$ cat src/rtl/video_sync_decoder_if.sv
// Composite video sync decoder bus: ADC sample in, recovered timing out.
interface video_sync_decoder_if;
  localparam int unsigned LVL_W  = 5;
  localparam int unsigned PIX_W  = 11;
  localparam int unsigned LINE_W = 10;

  logic [LVL_W-1:0]  analogValue;
  logic              hsync;
  logic              newFrame;
  logic [PIX_W-1:0]  pixelX;
  logic [LINE_W-1:0] lineY;
  logic              inSync;
  logic              locked;

  // Video source side: supplies samples, observes timing.
  modport master (
    output analogValue,
    input  hsync, newFrame, pixelX, lineY, inSync, locked
  );

  // Decoder side.
  modport slave (
    input  analogValue,
    output hsync, newFrame, pixelX, lineY, inSync, locked
  );
endinterface

$ cat src/rtl/video_sync_decoder.sv
// Composite video sync decoder: slices sync from a 5-bit sample stream,
// classifies low pulses (line / broad / equalising), and recovers hsync,
// new-frame strobes, pixel/line counters and a line-timing lock flag.
// Optional: define SYNC_GLITCH_FILTER_EN for a 2-sample agreement filter on
// the sliced sync level (adds one cycle of strobe latency).
module video_sync_decoder #(
  parameter int unsigned SYNC_THRESHOLD = 4,
  parameter int unsigned HS_MIN         = 48,
  parameter int unsigned HS_MAX         = 110,
  parameter int unsigned BROAD_MIN      = 300,
  parameter int unsigned BROAD_COUNT    = 3,
  parameter int unsigned LINE_NOM       = 1024,
  parameter int unsigned LINE_TOL       = 32,
  parameter int unsigned LOCK_LINES     = 8,
  parameter int unsigned TIMEOUT        = 2047
) (
  input logic                  clk,
  input logic                  rst,
  video_sync_decoder_if.slave  bus
);

  localparam int unsigned LVL_W  = 5;
  localparam int unsigned LOW_W  = 10;
  localparam int unsigned PIX_W  = 11;
  localparam int unsigned LINE_W = 10;
  localparam int unsigned PER_W  = 12;
  localparam int unsigned BRD_W  = $clog2(BROAD_COUNT + 1);
  localparam int unsigned GOOD_W = $clog2(LOCK_LINES + 1);

  localparam logic [LVL_W-1:0]  THRESH      = LVL_W'(SYNC_THRESHOLD);
  localparam logic [LOW_W-1:0]  LOW_MAX     = '1;
  localparam logic [LOW_W-1:0]  HS_LO       = LOW_W'(HS_MIN);
  localparam logic [LOW_W-1:0]  HS_HI       = LOW_W'(HS_MAX);
  localparam logic [LOW_W-1:0]  BROAD_LO    = LOW_W'(BROAD_MIN);
  localparam logic [PIX_W-1:0]  PIX_MAX     = '1;
  localparam logic [PIX_W-1:0]  PIX_TIMEOUT = PIX_W'(TIMEOUT);
  localparam logic [LINE_W-1:0] LINE_MAX    = '1;
  localparam logic [PER_W-1:0]  PER_LO      = PER_W'(LINE_NOM - LINE_TOL);
  localparam logic [PER_W-1:0]  PER_HI      = PER_W'(LINE_NOM + LINE_TOL);
  localparam logic [BRD_W-1:0]  BRD_FULL    = BRD_W'(BROAD_COUNT);
  localparam logic [BRD_W-1:0]  BRD_LAST    = BRD_W'(BROAD_COUNT - 1);
  localparam logic [GOOD_W-1:0] GOOD_FULL   = GOOD_W'(LOCK_LINES);

  logic              raw_sync;
  logic              lvl_next, lvl_valid_next;
  logic              sync_lvl, sync_prev, lvl_valid, pulse_valid;
  logic [LOW_W-1:0]  low_cnt;
  logic              pulse_end, is_line, is_broad, period_ok, timeout;
  logic [PER_W-1:0]  period;
  logic [PIX_W-1:0]  pixel_next;
  logic              line_sync, frame_strobe, lock_flag, armed;
  logic [PIX_W-1:0]  pixel_cnt;
  logic [LINE_W-1:0] line_cnt;
  logic [BRD_W-1:0]  broad_cnt;
  logic [GOOD_W-1:0] good_cnt;

  assign raw_sync = (bus.analogValue < THRESH);

`ifdef SYNC_GLITCH_FILTER_EN
  logic raw_prev, raw_seen;

  // Previous raw compare result, for the 2-sample agreement filter.
  always_ff @(posedge clk) begin
    if (rst) begin
      raw_prev <= 1'b0;
      raw_seen <= 1'b0;
    end else begin
      raw_prev <= raw_sync;
      raw_seen <= 1'b1;
    end
  end

  // Level only moves once two consecutive raw results agree.
  always_comb begin
    lvl_next       = sync_lvl;
    lvl_valid_next = lvl_valid;
    if (raw_seen && (raw_sync == raw_prev)) begin
      lvl_next       = raw_sync;
      lvl_valid_next = 1'b1;
    end
  end
`else
  // Unfiltered: the level follows the raw compare every cycle.
  always_comb begin
    lvl_next       = raw_sync;
    lvl_valid_next = 1'b1;
  end
`endif

  // Sync level register and low-pulse width counter; a pulse only counts if
  // a genuine above-threshold level was seen just before it started.
  always_ff @(posedge clk) begin
    if (rst) begin
      sync_lvl    <= 1'b0;
      sync_prev   <= 1'b0;
      lvl_valid   <= 1'b0;
      pulse_valid <= 1'b0;
      low_cnt     <= '0;
    end else begin
      sync_lvl  <= lvl_next;
      sync_prev <= sync_lvl;
      lvl_valid <= lvl_valid_next;
      if (lvl_next) begin
        if (!sync_lvl) begin
          low_cnt     <= LOW_W'(1);
          pulse_valid <= lvl_valid;
        end else if (low_cnt != LOW_MAX) begin
          low_cnt <= low_cnt + LOW_W'(1);
        end
      end
    end
  end

  // Pulse-end classification and line period measurement.
  always_comb begin
    pulse_end = sync_prev && !sync_lvl && pulse_valid;
    is_line   = pulse_end && (low_cnt >= HS_LO) && (low_cnt <= HS_HI);
    is_broad  = pulse_end && (low_cnt >= BROAD_LO);
    period    = PER_W'(pixel_cnt) + PER_W'(1);
    period_ok = (period >= PER_LO) && (period <= PER_HI);
    if (is_line) begin
      pixel_next = '0;
    end else if (pixel_cnt == PIX_MAX) begin
      pixel_next = pixel_cnt;
    end else begin
      pixel_next = pixel_cnt + PIX_W'(1);
    end
    timeout = !is_line && (pixel_next == PIX_TIMEOUT);
  end

  // Strobes, counters and lock tracking.
  always_ff @(posedge clk) begin
    if (rst) begin
      line_sync    <= 1'b0;
      frame_strobe <= 1'b0;
      pixel_cnt    <= '0;
      line_cnt     <= '0;
      broad_cnt    <= '0;
      good_cnt     <= '0;
      armed        <= 1'b0;
      lock_flag    <= 1'b0;
    end else begin
      line_sync    <= is_line;
      frame_strobe <= is_broad && (broad_cnt == BRD_LAST);
      pixel_cnt    <= pixel_next;
      lock_flag    <= (good_cnt == GOOD_FULL) && !timeout;

      if (is_line) begin
        broad_cnt <= '0;
        if (line_cnt != LINE_MAX) line_cnt <= line_cnt + LINE_W'(1);
      end else if (is_broad) begin
        if (broad_cnt != BRD_FULL) broad_cnt <= broad_cnt + BRD_W'(1);
        if (broad_cnt == BRD_LAST) line_cnt <= '0;
      end

      if (is_line) begin
        if (!armed) begin
          armed <= 1'b1;
        end else if (period_ok) begin
          if (good_cnt != GOOD_FULL) good_cnt <= good_cnt + GOOD_W'(1);
        end else begin
          good_cnt <= '0;
        end
      end else if (timeout) begin
        good_cnt <= '0;
        armed    <= 1'b0;
      end
    end
  end

  assign bus.hsync    = line_sync;
  assign bus.newFrame = frame_strobe;
  assign bus.pixelX   = pixel_cnt;
  assign bus.lineY    = line_cnt;
  assign bus.inSync   = sync_lvl;
  assign bus.locked   = lock_flag;

endmodule

$ cat src/flat_wrapper.sv
// flat-port wrapper written by rule: the top's interface ports become plain ports
module video_sync_decoder_flat 
#(
  parameter int unsigned SYNC_THRESHOLD = 4,
  parameter int unsigned HS_MIN         = 48,
  parameter int unsigned HS_MAX         = 110,
  parameter int unsigned BROAD_MIN      = 300,
  parameter int unsigned BROAD_COUNT    = 3,
  parameter int unsigned LINE_NOM       = 1024,
  parameter int unsigned LINE_TOL       = 32,
  parameter int unsigned LOCK_LINES     = 8,
  parameter int unsigned TIMEOUT        = 2047
)
  (clk, rst, bus_analogValue, bus_hsync, bus_newFrame, bus_pixelX, bus_lineY, bus_inSync, bus_locked);
  video_sync_decoder_if bus_i ();
  input logic clk;
  input logic rst;
  input wire logic [$bits(bus_i.analogValue)-1:0] bus_analogValue;
  output wire logic [$bits(bus_i.hsync)-1:0] bus_hsync;
  output wire logic [$bits(bus_i.newFrame)-1:0] bus_newFrame;
  output wire logic [$bits(bus_i.pixelX)-1:0] bus_pixelX;
  output wire logic [$bits(bus_i.lineY)-1:0] bus_lineY;
  output wire logic [$bits(bus_i.inSync)-1:0] bus_inSync;
  output wire logic [$bits(bus_i.locked)-1:0] bus_locked;
  assign bus_i.analogValue = bus_analogValue;
  assign bus_hsync = bus_i.hsync;
  assign bus_newFrame = bus_i.newFrame;
  assign bus_pixelX = bus_i.pixelX;
  assign bus_lineY = bus_i.lineY;
  assign bus_inSync = bus_i.inSync;
  assign bus_locked = bus_i.locked;
  video_sync_decoder #(.SYNC_THRESHOLD(SYNC_THRESHOLD), .HS_MIN(HS_MIN), .HS_MAX(HS_MAX), .BROAD_MIN(BROAD_MIN), .BROAD_COUNT(BROAD_COUNT), .LINE_NOM(LINE_NOM), .LINE_TOL(LINE_TOL), .LOCK_LINES(LOCK_LINES), .TIMEOUT(TIMEOUT)) u_core (.clk(clk), .rst(rst), .bus(bus_i));
endmodule
$ cat config.mk
export PLATFORM = sky130hd
export DESIGN_NAME = video_sync_decoder_flat
export DESIGN_NICKNAME = d
export VERILOG_FILES = /design/src/rtl/video_sync_decoder_if.sv /design/src/rtl/video_sync_decoder.sv /design/src/flat_wrapper.sv
export SDC_FILE = /design/constraint.sdc
export NUM_CORES = 1
export LEC_CHECK = 0
export BUFFER_PORTS_ARGS = -buffer_cell sky130_fd_sc_hd__clkbuf_2
export CORE_UTILIZATION = 40
export DETAILED_ROUTE_END_ITERATION = 16
export PLACE_DENSITY = 0.58
export SLEW_MARGIN = 25
export SYNTH_ARGS = -nofsm -noshare
export SYNTH_HDL_FRONTEND = slang
export SYNTH_SLANG_ARGS = --single-unit
$ cat constraint.sdc
create_clock -name clk -period 2.45 [get_ports clk]
set_clock_uncertainty 0.2 [all_clocks]
set_input_delay 0.1225 -clock clk [delete_from_list [all_inputs] [get_ports clk]]
set_output_delay 0.1225 -clock clk [all_outputs]
set_load 0.005 [all_outputs]
After elaboration in Yosys (flattened, before gate mapping)
Cells that the tools add are included.
Widths: inputs -> output; s select.

storage, ports and cells
  flip-flop bits (word level) = 45
  logic and storage cells = 75

operators by class
  add/sub/neg operators = 6
  magnitude comparators = 6
  eq/ne operators = 12
  multiplexer cells = 16
  bitwise operators = 1
  reduce and logical (&&, ||, !) cells = 21

operators by type and width
  kind                   number
  $mux 10                6
  $eq 11x11->1 const B   2
  $mux 11                2
  $add 10x1->10 const B  2
  $mux 4                 5
  $ne 10x10->1 const B   2
  $add 11x1->12 const B  1
  $ge 12x10->1 const B   1
  $le 12x11->1 const B   1
  $add 11x1->11 const B  1
  $ge 10x6->1 const B    1
  $ge 10x9->1 const B    1
  $le 10x7->1 const B    1
  $logic_and 1x1->1      9
  $ne 2x2->1 const B     4
  $reduce_and 2->1       3
  $reduce_and 3->1       2
  $reduce_bool 2->1      3
  $lt 5x3->1 const B     1
  $add 4x1->4 const B    1
  $eq 4x4->1 const B     1
  $ne 4x4->1 const B     1
  $logic_not 1->1        3
  $mux 1                 3
  5 further kinds        5

Depth between registers and ports, before layout
Gate-level depths: netlist of run 1.

  depth in word-level cells = 10
  gate-level depth with buffers = 9
  mapped depth without buffers = 8

Worst setup path before layout of run 1
No wires, ideal clock.

  kind = register -> register
  from = register u_core.pixel_cnt[1] (netlist: u_core.bus.pixelX[1])
  to = register u_core.good_cnt[2]
  arrival time = 2.168 ns
  path slack = -0.034 ns
  stages on the path, launching flop included = 10
  buffers on the path = 1
  period minus slack after synthesis = 2.484 ns
  cells stage by stage = dfxtp_1 -> ha_1 -> buf_2 -> and3_1 -> nand4_1 -> mux2i_1 -> a31o_2 -> a41oi_1 -> o22ai_1 -> a41o_1

on the way
  cells in the longest elaborated chain, start to end = 7

RTL lines
  what                                                   RTL line                   RTL
  from (decl)                                            video_sync_decoder.sv:52   logic [PIX_W-1:0] pixel_cnt;
  from (signal assigned)                                 video_sync_decoder.sv:145  pixel_cnt <= pixel_next;
  branches (longest 7 deep; another with $add 11x1->12)  --
  to (signal assigned)                                   video_sync_decoder.sv:160  if (good_cnt != GOOD_FULL) good_cnt <= good_cnt + GOOD_W'(1);
  to (decl)                                              video_sync_decoder.sv:55   logic [GOOD_W-1:0] good_cnt;

Several ways; the timed one is not identified. The select of a mux whose other input is x is not followed.
A chain may end at the register's enable or synchronous reset.

Final worst setup path of run 1
  from = register u_core.pixel_cnt[0] (netlist: u_core.bus.pixelX[0])
  to = register u_core.good_cnt[2]

The elaborated chain is that of the path after synthesis.

==> impl_metrics.prom, run 1 <==
# TYPE chip_impl_metric gauge
chip_impl_metric{name="wl_met2",unit="mm"} 2.60
chip_impl_metric{name="global_route_wire_length_before_repair",unit="mm"} 9.16
chip_impl_info{name="synthDominantAreaCellType",value="dfxtp_1"} 1
chip_impl_metric{name="fp.dieH",unit="µm"} 80.5
chip_impl_metric{name="hold_violations",unit=""} 0
chip_impl_metric{name="maxCapViolations",unit=""} 0
chip_impl_metric{name="initial_core_util",unit="%"} 41.6
chip_impl_info{name="root_buffer_cell",value="clkbuf_8"} 1
chip_impl_metric{name="worst_skew_pair.late_latency",unit="ns"} 0.31
chip_impl_metric{name="detailroute.wirelength.met3",unit="µm"} 182
chip_impl_metric{name="synth_top_cell_area_share",unit="%"} 36.6
chip_impl_metric{name="drtPass1Iterations",unit=""} 4
chip_impl_info{name="setup.worst_path.class",value="flop to flop"} 1
chip_impl_metric{name="setup_ws",unit="ns"} 0.100
chip_impl_metric{name="layout.filler_cells",unit=""} 565
chip_impl_metric{name="grt_antenna_before_repair",unit=""} 0
chip_impl_metric{name="cellLeakagePower",unit="nW"} 1.21
chip_impl_metric{name="critical_path.n_buffers_inverters",unit=""} 1
chip_impl_metric{name="area_share_of_fa_ha_maj_cells_after_synthesis",unit="%"} 4.57
chip_impl_metric{name="track_usage",unit="%"} 18.1
chip_impl_metric{name="wl_per_cell",unit="µm"} 13.3
chip_impl_metric{name="vias_in_the_first_global_route",unit=""} 1964
chip_impl_metric{name="max_freq",unit="MHz"} 426
chip_impl_metric{name="place.gp.congestion",unit=""} 0.795
chip_impl_metric{name="post_route_fraction_of_the_period_consumed_by_the_critical_path",unit="%"} 95.9
chip_impl_metric{name="place_ws",unit="ns"} -0.0363
chip_impl_metric{name="multi_input_comb_area",unit="µm²"} 1550
chip_impl_metric{name="worst_slew_pin_slew",unit="ns"} 0.551
chip_impl_info{name="tritoncts_clock_tree",value="yes"} 1
chip_impl_metric{name="report.power.total",unit="mW"} 1.42
chip_impl_metric{name="regArea",unit="µm²"} 906
chip_impl_info{name="cpLargestDelayFamily",value="compound AO/OA/AOI/OAI gates"} 1
chip_impl_metric{name="critPathArrivalTime",unit="ns"} 2.35
chip_impl_metric{name="place.detailed.instances",unit=""} 397
chip_impl_info{name="top_signal_layer_used",value="met4"} 1
chip_impl_metric{name="post_synth_mux_area_share",unit="%"} 1.22
chip_impl_metric{name="critical-path-max-stage-delay",unit="ns"} 0.35
chip_impl_metric{name="timing.critical_path.fanout_max",unit=""} 5
chip_impl_metric{name="gr-total-overflow",unit=""} 0
chip_impl_metric{name="port-buffer-count",unit=""} 29
chip_impl_metric{name="ir_drop",unit="V"} 0.000305
chip_impl_metric{name="synth-simple-area-share",unit="%"} 28.2
chip_impl_metric{name="yosys_register_bits",unit=""} 45
chip_impl_info{name="synth_top_flop_cell",value="dfxtp_1"} 1
chip_impl_info{name="main_combinational_cell_family_by_area_after_synthesis",value="simple AND/OR/NAND/NOR gates"} 1
chip_impl_info{name="post_synth_main_area_contributors",value="dfxtp_1 37%, xnor2_1 6.8%, nor2_1 5.5%, ha_1 4.6%, nand2_1 3.7%"} 1
chip_impl_metric{name="drt_first_iter_violations",unit=""} 55
chip_impl_metric{name="drtAntennaViolNets",unit=""} 0
chip_impl_metric{name="cts-htree-levels",unit=""} 2
chip_impl_metric{name="total_number_of_vias",unit=""} 2133
chip_impl_metric{name="synth_nets",unit=""} 302
chip_impl_metric{name="clock_sink_count",unit=""} 45
chip_impl_info{name="worst_hold_path_class",value="input pin to flop"} 1
chip_impl_metric{name="cellPowerDensity",unit="nW/µm²"} 465
chip_impl_metric{name="final_cell_count_no_fill",unit=""} 409
chip_impl_info{name="most_instantiated_library_cell_after_synthesis",value="dfxtp_1"} 1
chip_impl_metric{name="cp_data_required_time",unit="ns"} 2.45
chip_impl_info{name="worstPathCellList",value="ha_4 -> buf_6 -> nor4bb_4 -> a2bb2oi_2 -> a211oi_2 -> a21oi_2 -> o21ai_2 -> o22ai_1 -> a41o_1"} 1
chip_impl_metric{name="netlist-cell-type-count",unit=""} 63
chip_impl_metric{name="antennaDiodeCount",unit=""} 0
chip_impl_metric{name="drcViolationCount",unit=""} 0
chip_impl_metric{name="die-area",unit="µm²"} 6480
chip_impl_metric{name="fin_tns_setup",unit="ns"} 0
chip_impl_metric{name="row_count",unit=""} 28
chip_impl_info{name="unrepaired_setup_endpoints_after_global_routing",value="true"} 1
chip_impl_metric{name="design.final.nets",unit=""} 349
chip_impl_metric{name="synth_compound_area_share",unit="%"} 15.5
chip_impl_metric{name="worst_slew_margin_rel",unit="%"} 63.0
chip_impl_info{name="post_synth_most_frequent_cells",value="45 x dfxtp_1, 36 x nor2_1, 24 x nand2_1"} 1
chip_impl_metric{name="post_cts_setup_buffers",unit=""} 0
chip_impl_metric{name="pin_count_of_the_biggest_net_entering_global_routing",unit=""} 16
chip_impl_metric{name="synth_enable_flop_cells",unit=""} 0
chip_impl_metric{name="final_util",unit="%"} 51.4
chip_impl_metric{name="final_layout_size_suffix_gt1_share",unit="%"} 26.3
chip_impl_metric{name="postSynthCellCount",unit=""} 286
chip_impl_metric{name="slew_viol_final",unit=""} 0
chip_impl_metric{name="max-clock-path-buffers",unit=""} 2
chip_impl_metric{name="dieWidth",unit="µm"} 80.5
chip_impl_metric{name="synth_warnings",unit=""} 0
chip_impl_metric{name="dp.final_hpwl",unit="mm"} 3.77
chip_impl_info{name="end_kind",value="flop"} 1
chip_impl_metric{name="synth.yosys.seq_area_share",unit="%"} 36.6
chip_impl_metric{name="wirelength",unit="mm"} 5.46
chip_impl_metric{name="relative_area_change_from_synthesis_to_final_layout",unit="%"} 23.6
chip_impl_metric{name="synth_area",unit="µm²"} 2460
chip_impl_metric{name="report.final.setup_viol",unit=""} 0
chip_impl_info{name="status",value="finished clean"} 1
chip_impl_metric{name="wirelength_met1",unit="mm"} 2.59
chip_impl_metric{name="tritoncts.num_buffers",unit=""} 5
chip_impl_info{name="setup.worst_path.start_class",value="flop"} 1
chip_impl_metric{name="core-area",unit="µm²"} 5920
chip_impl_metric{name="finalCriticalPeriod",unit="ns"} 2.35
chip_impl_metric{name="ys_async_sr_fraction",unit="%"} 0
chip_impl_info{name="cp_slowest_cell",value="dfxtp_2"} 1
chip_impl_metric{name="syn_area_per_cell",unit="µm²"} 8.61
chip_impl_metric{name="xor_xnor_cell_area_share_of_the_yosys_netlist",unit="%"} 9.24
chip_impl_metric{name="post_drt_via_cell_ratio",unit=""} 5.22
chip_impl_metric{name="cts.clk_slew.worst_paths",unit="ns"} 0.10
chip_impl_metric{name="ioPinCount",unit=""} 32
## through the flow
stage	hold slack, ns	area, µm²
6_report	0.140	3050
4_1_cts	0.149	2940
3_3_place_gp	0.265	2770
3_5_place_dp	0.268	2770
2_1_floorplan	0.0341	2460
5_1_grt	0.170	3050
## power breakdown
group,internal (mW),total (mW),switching [mW],leakage (nW)
logic,0.0419,0.0876,0.0457,0.790
clock network,0.306,0.583,0.278,0.0543
registers,0.739,0.746,0.00777,0.365
## timing repair
| action | in CTS | in global routing |
|---|---|---|
| pin swaps | 0 | 11 |
| gates cloned | 0 | 0 |
| resized for setup | 2 | 21 |
| endpoints found under the setup margin | 3 | 4 |
| endpoints found under the hold margin | 7 | 0 |
| hold buffers | 4 | 0 |
## flip-flops by register name, indices dropped and copies added, names as in the netlist
| register | cells |
|---|---|
| u_core.bus.inSync | 1 |
| u_core.low_cnt | 10 |
| u_core.good_cnt | 4 |
| u_core.bus.hsync | 1 |
| u_core.bus.newFrame | 1 |
| u_core.lvl_valid | 1 |
| u_core.sync_prev | 1 |
| u_core.pulse_valid | 1 |
| u_core.broad_cnt | 2 |
| u_core.armed | 1 |
| u_core.bus.lineY | 10 |
| u_core.bus.locked | 1 |
| u_core.bus.pixelX | 11 |
## metal layers
| metal | vias to the layer above | global-route usage [%] |
|---|---|---|
| li1 | 1107 | - |
| met1 | 984 | 22.7 |
| met2 | 33 | 30.7 |
| met3 | 9 | 4.55 |
| met4 | 0 | 4.29 |
| met5 | - | 0 |
## worst min-delay path, cell delays in order
cell and delay, ns:
clkbuf_2 0.07, or3_1 0.17, nor2_1 0.07, mux2i_1 0.11, nor2_1 0.08
## cell type report
| type | instances | share of cell area [%] |
|---|---|---|
| tap | 75 | 3.08 |
| multi-input combinational | 218 | 50.9 |
| clock buffer | 5 | 2.26 |
| inverter | 11 | 1.36 |
| sequential | 45 | 29.7 |
| timing repair buffer | 52 | 11.1 |
| clock inverter | 3 | 1.52 |
## placed cells by master (no fill, tap or decap), drive strengths merged, types with 2 or more instances in the layout
cell type,n
xnor2,19
or3,2
and3,6
dlygate4sd3,4
a31o,3
nor2b,4
clkbuf,34
a211oi,3
nand3b,3
mux2i,3
o21ai,6
a21o,3
nand4,9
a21oi,15
and4,4
buf,19
a211o,3
nor2,36
nand2b,4
a2bb2oi,2
xor2,7
a41oi,2
inv,11
nor3,8
and2,4
nand3,13
nor3b,2
o22ai,4
nor4,3
ha,9
dfxtp,45
nand2,25
a31oi,2
## cells by family after synthesis
family | after synthesis
simple gates | 129
buf+inv | 23
flops | 45
fa+ha+maj | 9
xor+xnor | 26
compound gates | 51
mux | 3
## worst paths after layout
path              cells past startpoint                 end  slack [ns]                 start
setup / recovery                      9  u_core.good_cnt[2]        0.10  u_core.bus.pixelX[0]
hold / removal                        5  u_core.pulse_valid        0.14    bus_analogValue[4]
setup reg to reg                      9  u_core.good_cnt[2]        0.10  u_core.bus.pixelX[0]
hold reg to reg                       2  u_core.pulse_valid        0.30      u_core.lvl_valid
(Power assumes the default switching activity.)
==> run 2, diff against run 1 <==
--- a/config.mk
+++ b/config.mk
@@ -5,6 +5,7 @@
 export SDC_FILE = /design/constraint.sdc
 export NUM_CORES = 1
 export LEC_CHECK = 0
+export ABC_AREA = 1
 export BUFFER_PORTS_ARGS = -buffer_cell sky130_fd_sc_hd__clkbuf_2
 export CORE_UTILIZATION = 40
 export DETAILED_ROUTE_END_ITERATION = 16
@@ -13,3 +14,4 @@
 export SYNTH_ARGS = -nofsm -noshare
 export SYNTH_HDL_FRONTEND = slang
 export SYNTH_SLANG_ARGS = --single-unit
+export TNS_END_PERCENT = 100
==> run 2 against run 1 <==
  * Worst hold slack worse by 0.12 ns
  * Sequential power about the same
  * Die area up 4.2%
  * Critical path type unchanged
  * Design area down 3.8%
  * Area after synthesis up 4.3%
  * Setup slack better by 0.23 ns
  * Final cell count up 18%
  * Clock-buffer cell count up 1
  * Synthesized cell count up 29%
  * Critical path depth up 3
  * Sequential share of layout area up 1.0 points
==> impl_metrics.prom, run 2 <==
# TYPE chip_impl_metric gauge
chip_impl_metric{name="post_drt_via_cell_ratio",unit=""} 4.78
chip_impl_metric{name="cts.clk_slew.worst_paths",unit="ns"} 0.09
chip_impl_metric{name="critical-path-max-stage-delay",unit="ns"} 0.34
chip_impl_info{name="commonest_cells_after_routing_fill_and_taps_aside",value="85 x nand2_1, 46 x inv_1, 46 x nor2_1"} 1
chip_impl_info{name="post_synth_most_frequent_cells",value="85 x nand2_1, 46 x inv_1, 46 x nor2_1"} 1
chip_impl_metric{name="syn_area_per_cell",unit="µm²"} 6.98
chip_impl_metric{name="report.final.setup_viol",unit=""} 0
chip_impl_metric{name="yosys_register_bits",unit=""} 45
chip_impl_metric{name="drtAntennaViolNets",unit=""} 0
chip_impl_metric{name="vias_in_the_first_global_route",unit=""} 2124
chip_impl_info{name="setup.worst_path.start_class",value="flop"} 1
chip_impl_metric{name="max_freq",unit="MHz"} 472
chip_impl_metric{name="post_route_fraction_of_the_period_consumed_by_the_critical_path",unit="%"} 86.4
chip_impl_info{name="cp_slowest_cell",value="dfxtp_1"} 1
chip_impl_metric{name="fin_tns_setup",unit="ns"} 0
chip_impl_metric{name="area_share_of_fa_ha_maj_cells_after_synthesis",unit="%"} 4.38
chip_impl_metric{name="wirelength",unit="mm"} 5.34
chip_impl_metric{name="pin_count_of_the_biggest_net_entering_global_routing",unit=""} 20
chip_impl_info{name="main_combinational_cell_family_by_area_after_synthesis",value="simple AND/OR/NAND/NOR gates"} 1
chip_impl_metric{name="synth.yosys.seq_area_share",unit="%"} 35.1
chip_impl_info{name="setup.worst_path.class",value="flop to flop"} 1
chip_impl_info{name="worstPathCellList",value="ha_1 -> nand2_4 -> nor2_8 -> nand3_4 -> nand3_1 -> nand3_1 -> nor2_1 -> nand3_2 -> nand2_2 -> nand2_4 -> nor2_1 -> nor2_2"} 1
chip_impl_metric{name="slew_viol_final",unit=""} 0
chip_impl_metric{name="total_number_of_vias",unit=""} 2311
chip_impl_metric{name="setup_ws",unit="ns"} 0.332
chip_impl_metric{name="cp_data_required_time",unit="ns"} 2.44
chip_impl_metric{name="synth_area",unit="µm²"} 2570
chip_impl_metric{name="xor_xnor_cell_area_share_of_the_yosys_netlist",unit="%"} 2.05
chip_impl_metric{name="drcViolationCount",unit=""} 0
chip_impl_metric{name="postSynthCellCount",unit=""} 368
chip_impl_metric{name="design.final.nets",unit=""} 423
chip_impl_info{name="most_instantiated_library_cell_after_synthesis",value="nand2_1"} 1
chip_impl_metric{name="global_route_wire_length_before_repair",unit="mm"} 9.19
chip_impl_metric{name="maxCapViolations",unit=""} 0
chip_impl_metric{name="grt_antenna_before_repair",unit=""} 0
chip_impl_metric{name="relative_area_change_from_synthesis_to_final_layout",unit="%"} 14.0
chip_impl_info{name="status",value="finished clean"} 1
chip_impl_metric{name="initial_core_util",unit="%"} 42.4
chip_impl_metric{name="ioPinCount",unit=""} 32
chip_impl_metric{name="synth_enable_flop_cells",unit=""} 0
chip_impl_metric{name="cellLeakagePower",unit="nW"} 1.31
chip_impl_metric{name="number_of_flip_flops_in_the_largest_register",unit=""} 11
chip_impl_metric{name="timing.critical_path.fanout_max",unit=""} 9
chip_impl_metric{name="antennaDiodeCount",unit=""} 0
chip_impl_info{name="synth_top_flop_cell",value="dfxtp_1"} 1
chip_impl_info{name="layout_commonest_cell",value="nand2_1"} 1
chip_impl_metric{name="drt_first_iter_violations",unit=""} 106
chip_impl_metric{name="synth_warnings",unit=""} 0
chip_impl_metric{name="drtPass1Iterations",unit=""} 4
chip_impl_metric{name="fp.dieH",unit="µm"} 82.1
chip_impl_metric{name="port-buffer-count",unit=""} 29
chip_impl_metric{name="gr-total-overflow",unit=""} 0
chip_impl_metric{name="synth-simple-area-share",unit="%"} 40.9
chip_impl_metric{name="place_ws",unit="ns"} 0.318
chip_impl_metric{name="dp.final_hpwl",unit="mm"} 3.99
chip_impl_metric{name="finalCriticalPeriod",unit="ns"} 2.12
chip_impl_metric{name="cts-htree-levels",unit=""} 2
chip_impl_metric{name="final_layout_size_suffix_gt1_share",unit="%"} 20.1
chip_impl_info{name="tritoncts_clock_tree",value="yes"} 1
chip_impl_metric{name="post_synth_mux_area_share",unit="%"} 0
chip_impl_metric{name="row_count",unit=""} 28
chip_impl_info{name="end_kind",value="flop"} 1
chip_impl_metric{name="critPathArrivalTime",unit="ns"} 2.11
chip_impl_info{name="synthDominantAreaCellType",value="dfxtp_1"} 1
chip_impl_metric{name="synth_top_cell_area_share",unit="%"} 35.1
chip_impl_metric{name="core-area",unit="µm²"} 6060
chip_impl_metric{name="synth_nets",unit=""} 384
chip_impl_metric{name="dieWidth",unit="µm"} 82.1
chip_impl_metric{name="worst_slew_margin_rel",unit="%"} 77.8
chip_impl_metric{name="clock_sink_count",unit=""} 45
chip_impl_metric{name="place.gp.congestion",unit=""} 0.777
chip_impl_metric{name="track_usage",unit="%"} 17.5
chip_impl_info{name="worst_hold_path_class",value="input pin to flop"} 1
chip_impl_info{name="post_synth_main_area_contributors",value="dfxtp_1 35%, nand2_1 12%, inv_1 6.7%, nor2_1 6.7%, a21oi_1 4.9%"} 1
chip_impl_metric{name="ir_drop",unit="V"} 0.000372
chip_impl_metric{name="max-clock-path-buffers",unit=""} 2
chip_impl_metric{name="ys_async_sr_fraction",unit="%"} 0
chip_impl_metric{name="wl_per_cell",unit="µm"} 11.1
chip_impl_metric{name="netlist-cell-type-count",unit=""} 33
chip_impl_metric{name="post_cts_setup_buffers",unit=""} 0
chip_impl_metric{name="hold_violations",unit=""} 0
chip_impl_info{name="root_buffer_cell",value="clkbuf_8"} 1
chip_impl_metric{name="worst_skew_pair.late_latency",unit="ns"} 0.30
chip_impl_metric{name="cellPowerDensity",unit="nW/µm²"} 449
chip_impl_metric{name="die-area",unit="µm²"} 6750
chip_impl_metric{name="synth_compound_area_share",unit="%"} 9.11
chip_impl_metric{name="layout.filler_cells",unit=""} 655
chip_impl_metric{name="worst_slew_pin_slew",unit="ns"} 0.331
chip_impl_metric{name="tritoncts.num_buffers",unit=""} 5
chip_impl_info{name="unrepaired_setup_endpoints_after_global_routing",value="false"} 1
[run 2: changes by cell type in the layout (fill, tap and decap cells not counted), moves of 12 or more]
cell	previous run	this run
buf_4	16	3
inv_1	11	46
nand2_1	24	85
xnor2_1	19	1
a21oi_1	13	25
nand3_1	12	24
[run 2: critical path: cells and delay by family (launching register included)]
family,cells,cell delay (ns)
flip-flops,1,0.34
AND/OR/NAND/NOR,11,1.22
adder cells (fa/ha/maj),1,0.25
[run 2: cells by family (layout without fill, tap and decap cells)]
logic type | after synthesis | after routing
AO/OA/AOI/OAI | 44 | 44
XOR/XNOR | 6 | 6
adder cells (fa/ha/maj) | 9 | 9
buffers and inverters | 54 | 94
flip-flops | 45 | 45
AND/OR/NAND/NOR | 210 | 210
[run 2: repair_timing]
action	4_1_cts	5_1_grt
resized for setup	0	0
hold endpoints to repair	3	0
endpoints found under the setup margin	0	0
hold buffers	3	0
[run 2: area by class of cell]
| cell class | count | area [µm²] | area share [%] |
|---|---|---|---|
| inverters | 51 | 191 | 6.54 |
| flip-flops and latches | 45 | 901 | 30.8 |
| well taps | 75 | 93.8 | 3.20 |
| repair buffers | 35 | 198 | 6.75 |
| clock buffers | 6 | 82.6 | 2.82 |
| multi-input cells | 269 | 1450 | 49.5 |
| clock inverters | 2 | 13.8 | 0.470 |
[run 2: layer usage]
| layer | wire length (µm) | GRT usage (%) |
|---|---|---|
| met5 | 0 | 0 |
| met4 | 32 | 4.74 |
| met3 | 82 | 3.41 |
| met2 | 2470 | 29.8 |
| met1 | 2760 | 22.6 |
[run 2: report_power, final]
group          switching, mW  total, mW  internal, mW
clock network          0.267      0.496         0.229
logic                 0.0443     0.0721        0.0278
registers            0.00693      0.746         0.739
[run 2: path summary, 6_finish.rpt]
check | startpoint | to | slack, ns | depth (start not counted)
setup / recovery | u_core.bus.pixelX[0] | u_core.good_cnt[0] | 0.33 | 12
hold / removal | bus_analogValue[3] | u_core.pulse_valid | 0.02 | 6
setup reg to reg | u_core.bus.pixelX[0] | u_core.good_cnt[0] | 0.33 | 12
hold reg to reg | u_core.pulse_valid | u_core.pulse_valid | 0.26 | 2
[run 2: stage by stage]
step                instances  power [mW]  instance area (µm²)  utilization, %  hold slack [ns]
detailed placement        472       0.833                 2800            46.2            0.105
finish                    483        1.31                 2930            48.3           0.0234
global placement          472       0.831                 2800            46.2            0.104
CTS                       483        1.35                 2930            48.3          0.00696
global route              483        1.38                 2930            48.3           0.0685
floorplan                 368       0.806                 2570               -        0.0000722
==> run 3, diff against run 2 <==
--- a/config.mk
+++ b/config.mk
@@ -7,9 +7,11 @@
 export LEC_CHECK = 0
 export ABC_AREA = 1
 export BUFFER_PORTS_ARGS = -buffer_cell sky130_fd_sc_hd__clkbuf_2
-export CORE_UTILIZATION = 40
+export CELL_PAD_IN_SITES_DETAIL_PLACEMENT = 0
+export CELL_PAD_IN_SITES_GLOBAL_PLACEMENT = 1
+export CORE_UTILIZATION = 37
 export DETAILED_ROUTE_END_ITERATION = 16
-export PLACE_DENSITY = 0.58
+export PLACE_DENSITY = 0.72
 export SLEW_MARGIN = 25
 export SYNTH_ARGS = -nofsm -noshare
 export SYNTH_HDL_FRONTEND = slang
==> run 3 against run 2 <==
  * Non-clock buffer count did not move
  * Core utilization shrank 5.0 points
  * First-iteration DRC count decreased by 49%
  * Combinational power about the same
  * Final cell count rose by 1.0%
  * Maximum frequency is essentially flat
  * Wire length down 0.62%
  * Clock power down 4.4%
  * Worst hold slack better by 0.0089 ns
==> impl_metrics.prom, run 3 (synthesis gave the netlist of run 2 again) <==
# TYPE chip_impl_metric gauge
chip_impl_info{name="status",value="finished clean"} 1
chip_impl_info{name="min_from",value="bus_analogValue[3]"} 1
chip_impl_metric{name="critical_path.n_buffers_inverters",unit=""} 0
chip_impl_info{name="crit_start",value="u_core.bus.pixelX[0]"} 1
chip_impl_metric{name="number_of_flip_flops_in_the_largest_register",unit=""} 11
chip_impl_info{name="root_buffer_cell",value="clkbuf_8"} 1
chip_impl_metric{name="core-area",unit="µm²"} 6760
chip_impl_metric{name="cellPowerDensity",unit="nW/µm²"} 441
chip_impl_metric{name="share_seq_of_total_power",unit="%"} 57.7
chip_impl_info{name="layout_commonest_cell",value="nand2_1"} 1
chip_impl_metric{name="switchingPower",unit="mW"} 0.323
chip_impl_info{name="worstPathCellList",value="ha_1 -> nand3_2 -> nor2_4 -> nand3_2 -> nand2_1 -> nand3_1 -> nor2_1 -> nand3_2 -> nand2_2 -> nand2_4 -> nor2_1 -> nor2_2"} 1
chip_impl_metric{name="tritoncts.num_buffers",unit=""} 5
chip_impl_metric{name="post_drt_via_cell_ratio",unit=""} 4.72
chip_impl_metric{name="relative_area_change_from_synthesis_to_final_layout",unit="%"} 13.9
chip_impl_metric{name="timing.critical_path.fanout_max",unit=""} 8
chip_impl_info{name="end_kind",value="flop"} 1
chip_impl_metric{name="drt_first_iter_violations",unit=""} 54
chip_impl_info{name="tritoncts_clock_tree",value="yes"} 1
chip_impl_metric{name="final_layout_size_suffix_gt1_share",unit="%"} 19.9
chip_impl_metric{name="timing.hold.worst_path_depth",unit=""} 6
chip_impl_metric{name="power.switching_fraction",unit="%"} 25.0
chip_impl_metric{name="worst_skew_pair.late_latency",unit="ns"} 0.30
chip_impl_metric{name="track_usage",unit="%"} 16.0
chip_impl_metric{name="wl_per_cell",unit="µm"} 10.9
chip_impl_info{name="worst_path_most_repeated_cell",value="nand3_2"} 1
chip_impl_metric{name="drtPass1Iterations",unit=""} 5
chip_impl_metric{name="cellInternalPower",unit="mW"} 0.968
chip_impl_metric{name="die-area",unit="µm²"} 7280
chip_impl_info{name="setup.worst_path.class",value="flop to flop"} 1
chip_impl_metric{name="cts-htree-levels",unit=""} 2
chip_impl_metric{name="post_cts_setup_buffers",unit=""} 0
chip_impl_metric{name="finalCriticalPeriod",unit="ns"} 2.12
chip_impl_metric{name="ctsResizeCount",unit=""} 0
chip_impl_metric{name="max_freq",unit="MHz"} 472
chip_impl_info{name="commonest_cells_after_routing_fill_and_taps_aside",value="85 x nand2_1, 46 x inv_1, 46 x nor2_1"} 1
chip_impl_metric{name="worst-r2r-cell-count",unit=""} 12
chip_impl_info{name="unrepaired_setup_endpoints_after_global_routing",value="false"} 1
chip_impl_metric{name="dieWidth",unit="µm"} 85.3
chip_impl_metric{name="cellLeakagePower",unit="nW"} 1.30
chip_impl_info{name="setup.worst_path.start_class",value="flop"} 1
chip_impl_metric{name="place.gp.congestion",unit=""} 0.787
chip_impl_metric{name="pin_count_of_the_biggest_net_entering_global_routing",unit=""} 20
chip_impl_metric{name="row_count",unit=""} 30
chip_impl_metric{name="cts.clk_slew.worst_paths",unit="ns"} 0.09
chip_impl_metric{name="initial_core_util",unit="%"} 38.0
chip_impl_metric{name="critPathArrivalTime",unit="ns"} 2.12
chip_impl_metric{name="dp.final_hpwl",unit="mm"} 4.11
chip_impl_metric{name="worst_slew_margin_rel",unit="%"} 76.0
chip_impl_metric{name="power.share.combinational",unit="%"} 5.6
chip_impl_metric{name="antennaDiodeCount",unit=""} 0
chip_impl_info{name="cp_slowest_cell",value="dfxtp_1"} 1
chip_impl_metric{name="report.final.setup_viol",unit=""} 0
chip_impl_metric{name="maxCapViolations",unit=""} 0
chip_impl_metric{name="max-clock-path-buffers",unit=""} 2
chip_impl_metric{name="wirelength",unit="mm"} 5.31
chip_impl_metric{name="ir_drop",unit="V"} 0.000235
chip_impl_metric{name="post_route_fraction_of_the_period_consumed_by_the_critical_path",unit="%"} 86.5
chip_impl_metric{name="grt_antenna_before_repair",unit=""} 0
chip_impl_metric{name="clockPowerShare",unit="%"} 36.7
chip_impl_metric{name="critical-path-max-stage-delay",unit="ns"} 0.34
chip_impl_metric{name="port-buffer-count",unit=""} 29
chip_impl_metric{name="slew_viol_final",unit=""} 0
chip_impl_metric{name="ioPinCount",unit=""} 32
chip_impl_metric{name="fp.dieH",unit="µm"} 85.3
chip_impl_metric{name="worst_slew_pin_slew",unit="ns"} 0.358
chip_impl_metric{name="total_number_of_vias",unit=""} 2302
chip_impl_info{name="critical_path.reg2reg.startpoint",value="u_core.bus.pixelX[0]"} 1
chip_impl_metric{name="drcViolationCount",unit=""} 0
chip_impl_metric{name="cp_data_required_time",unit="ns"} 2.45
chip_impl_metric{name="design.final.nets",unit=""} 423
chip_impl_metric{name="global_route_wire_length_before_repair",unit="mm"} 9.20
chip_impl_info{name="worst_hold_path_class",value="input pin to flop"} 1
chip_impl_info{name="cpLargestDelayFamily",value="simple AND/OR/NAND/NOR gates"} 1
chip_impl_metric{name="critical_path_cell_count",unit=""} 12
chip_impl_metric{name="clock_sink_count",unit=""} 45
chip_impl_metric{name="hold_violations",unit=""} 0
chip_impl_metric{name="fin_tns_setup",unit="ns"} 0
chip_impl_metric{name="vias_in_the_first_global_route",unit=""} 2074
chip_impl_metric{name="gr-total-overflow",unit=""} 0
chip_impl_metric{name="hold_ws",unit="ns"} 0.0324
chip_impl_metric{name="drtAntennaViolNets",unit=""} 0
==> run 3: cell types whose count changed in the layout (fill, tap and decap cells not counted), sizes merged <==
cell	before	now
clkinvlp	0	2
clkinv	3	1
==> run 3: per-layer routing <==
metal	share of wire [%]	wire length (µm)	track usage, %
met5	0	0	0
met4	1.4	75	5.00
met3	2.3	120	2.92
met2	47	2480	27.3
met1	50	2630	20.5
==> run 3: worst min-delay path, stage by stage <==
cell	delay, ns
clkbuf_2	0.08
nor2_1	0.03
inv_1	0.06
nor2_1	0.07
nand3_1	0.07
a21oi_1	0.06
==> run 3: path summary, 6_finish.rpt <==
path | to | slack [ns]
min | u_core.pulse_valid | 0.03
max | u_core.good_cnt[2] | 0.33
min reg2reg | u_core.bus.lineY[8] | 0.26
max reg2reg | u_core.good_cnt[2] | 0.33
==> run 3: power by group through the flow <==
stage	clock, mW	sequential, mW	combinational (mW)
global placement	0	0.763	0.0696
global route	0.519	0.747	0.0821
detailed placement	0	0.763	0.0698
CTS	0.491	0.745	0.0736
finish	0.474	0.745	0.0720
floorplan	0	0.765	0.0415
==> run 3: per-stage QoR <==
step	utilization (%)	setup slack [ns]	cells	cell area [µm²]	total power, mW
floorplan	-	0.401	368	2570	0.806
global placement	41.6	0.343	477	2810	0.832
detailed placement	41.6	0.314	477	2810	0.832
CTS	43.3	0.306	488	2930	1.31
global route	43.3	0.0951	488	2930	1.35
finish	43.3	0.330	488	2930	1.29
==> run 3: area by class of cell <==
cell class / count / area (µm²)
repair buffers: 35 / 198
well taps: 80 / 100
clock buffers: 6 / 72.6
multi-input cells: 269 / 1450
inverters: 51 / 191
clock inverters: 2 / 15.0
flip-flops and latches: 45 / 901
fillers: 740 / 3830
==> run 3: repair_timing <==
action                                  4_1_cts  5_1_grt
endpoints found under the setup margin        0        0
hold buffers                                  3        0
hold endpoints to repair                      3        0
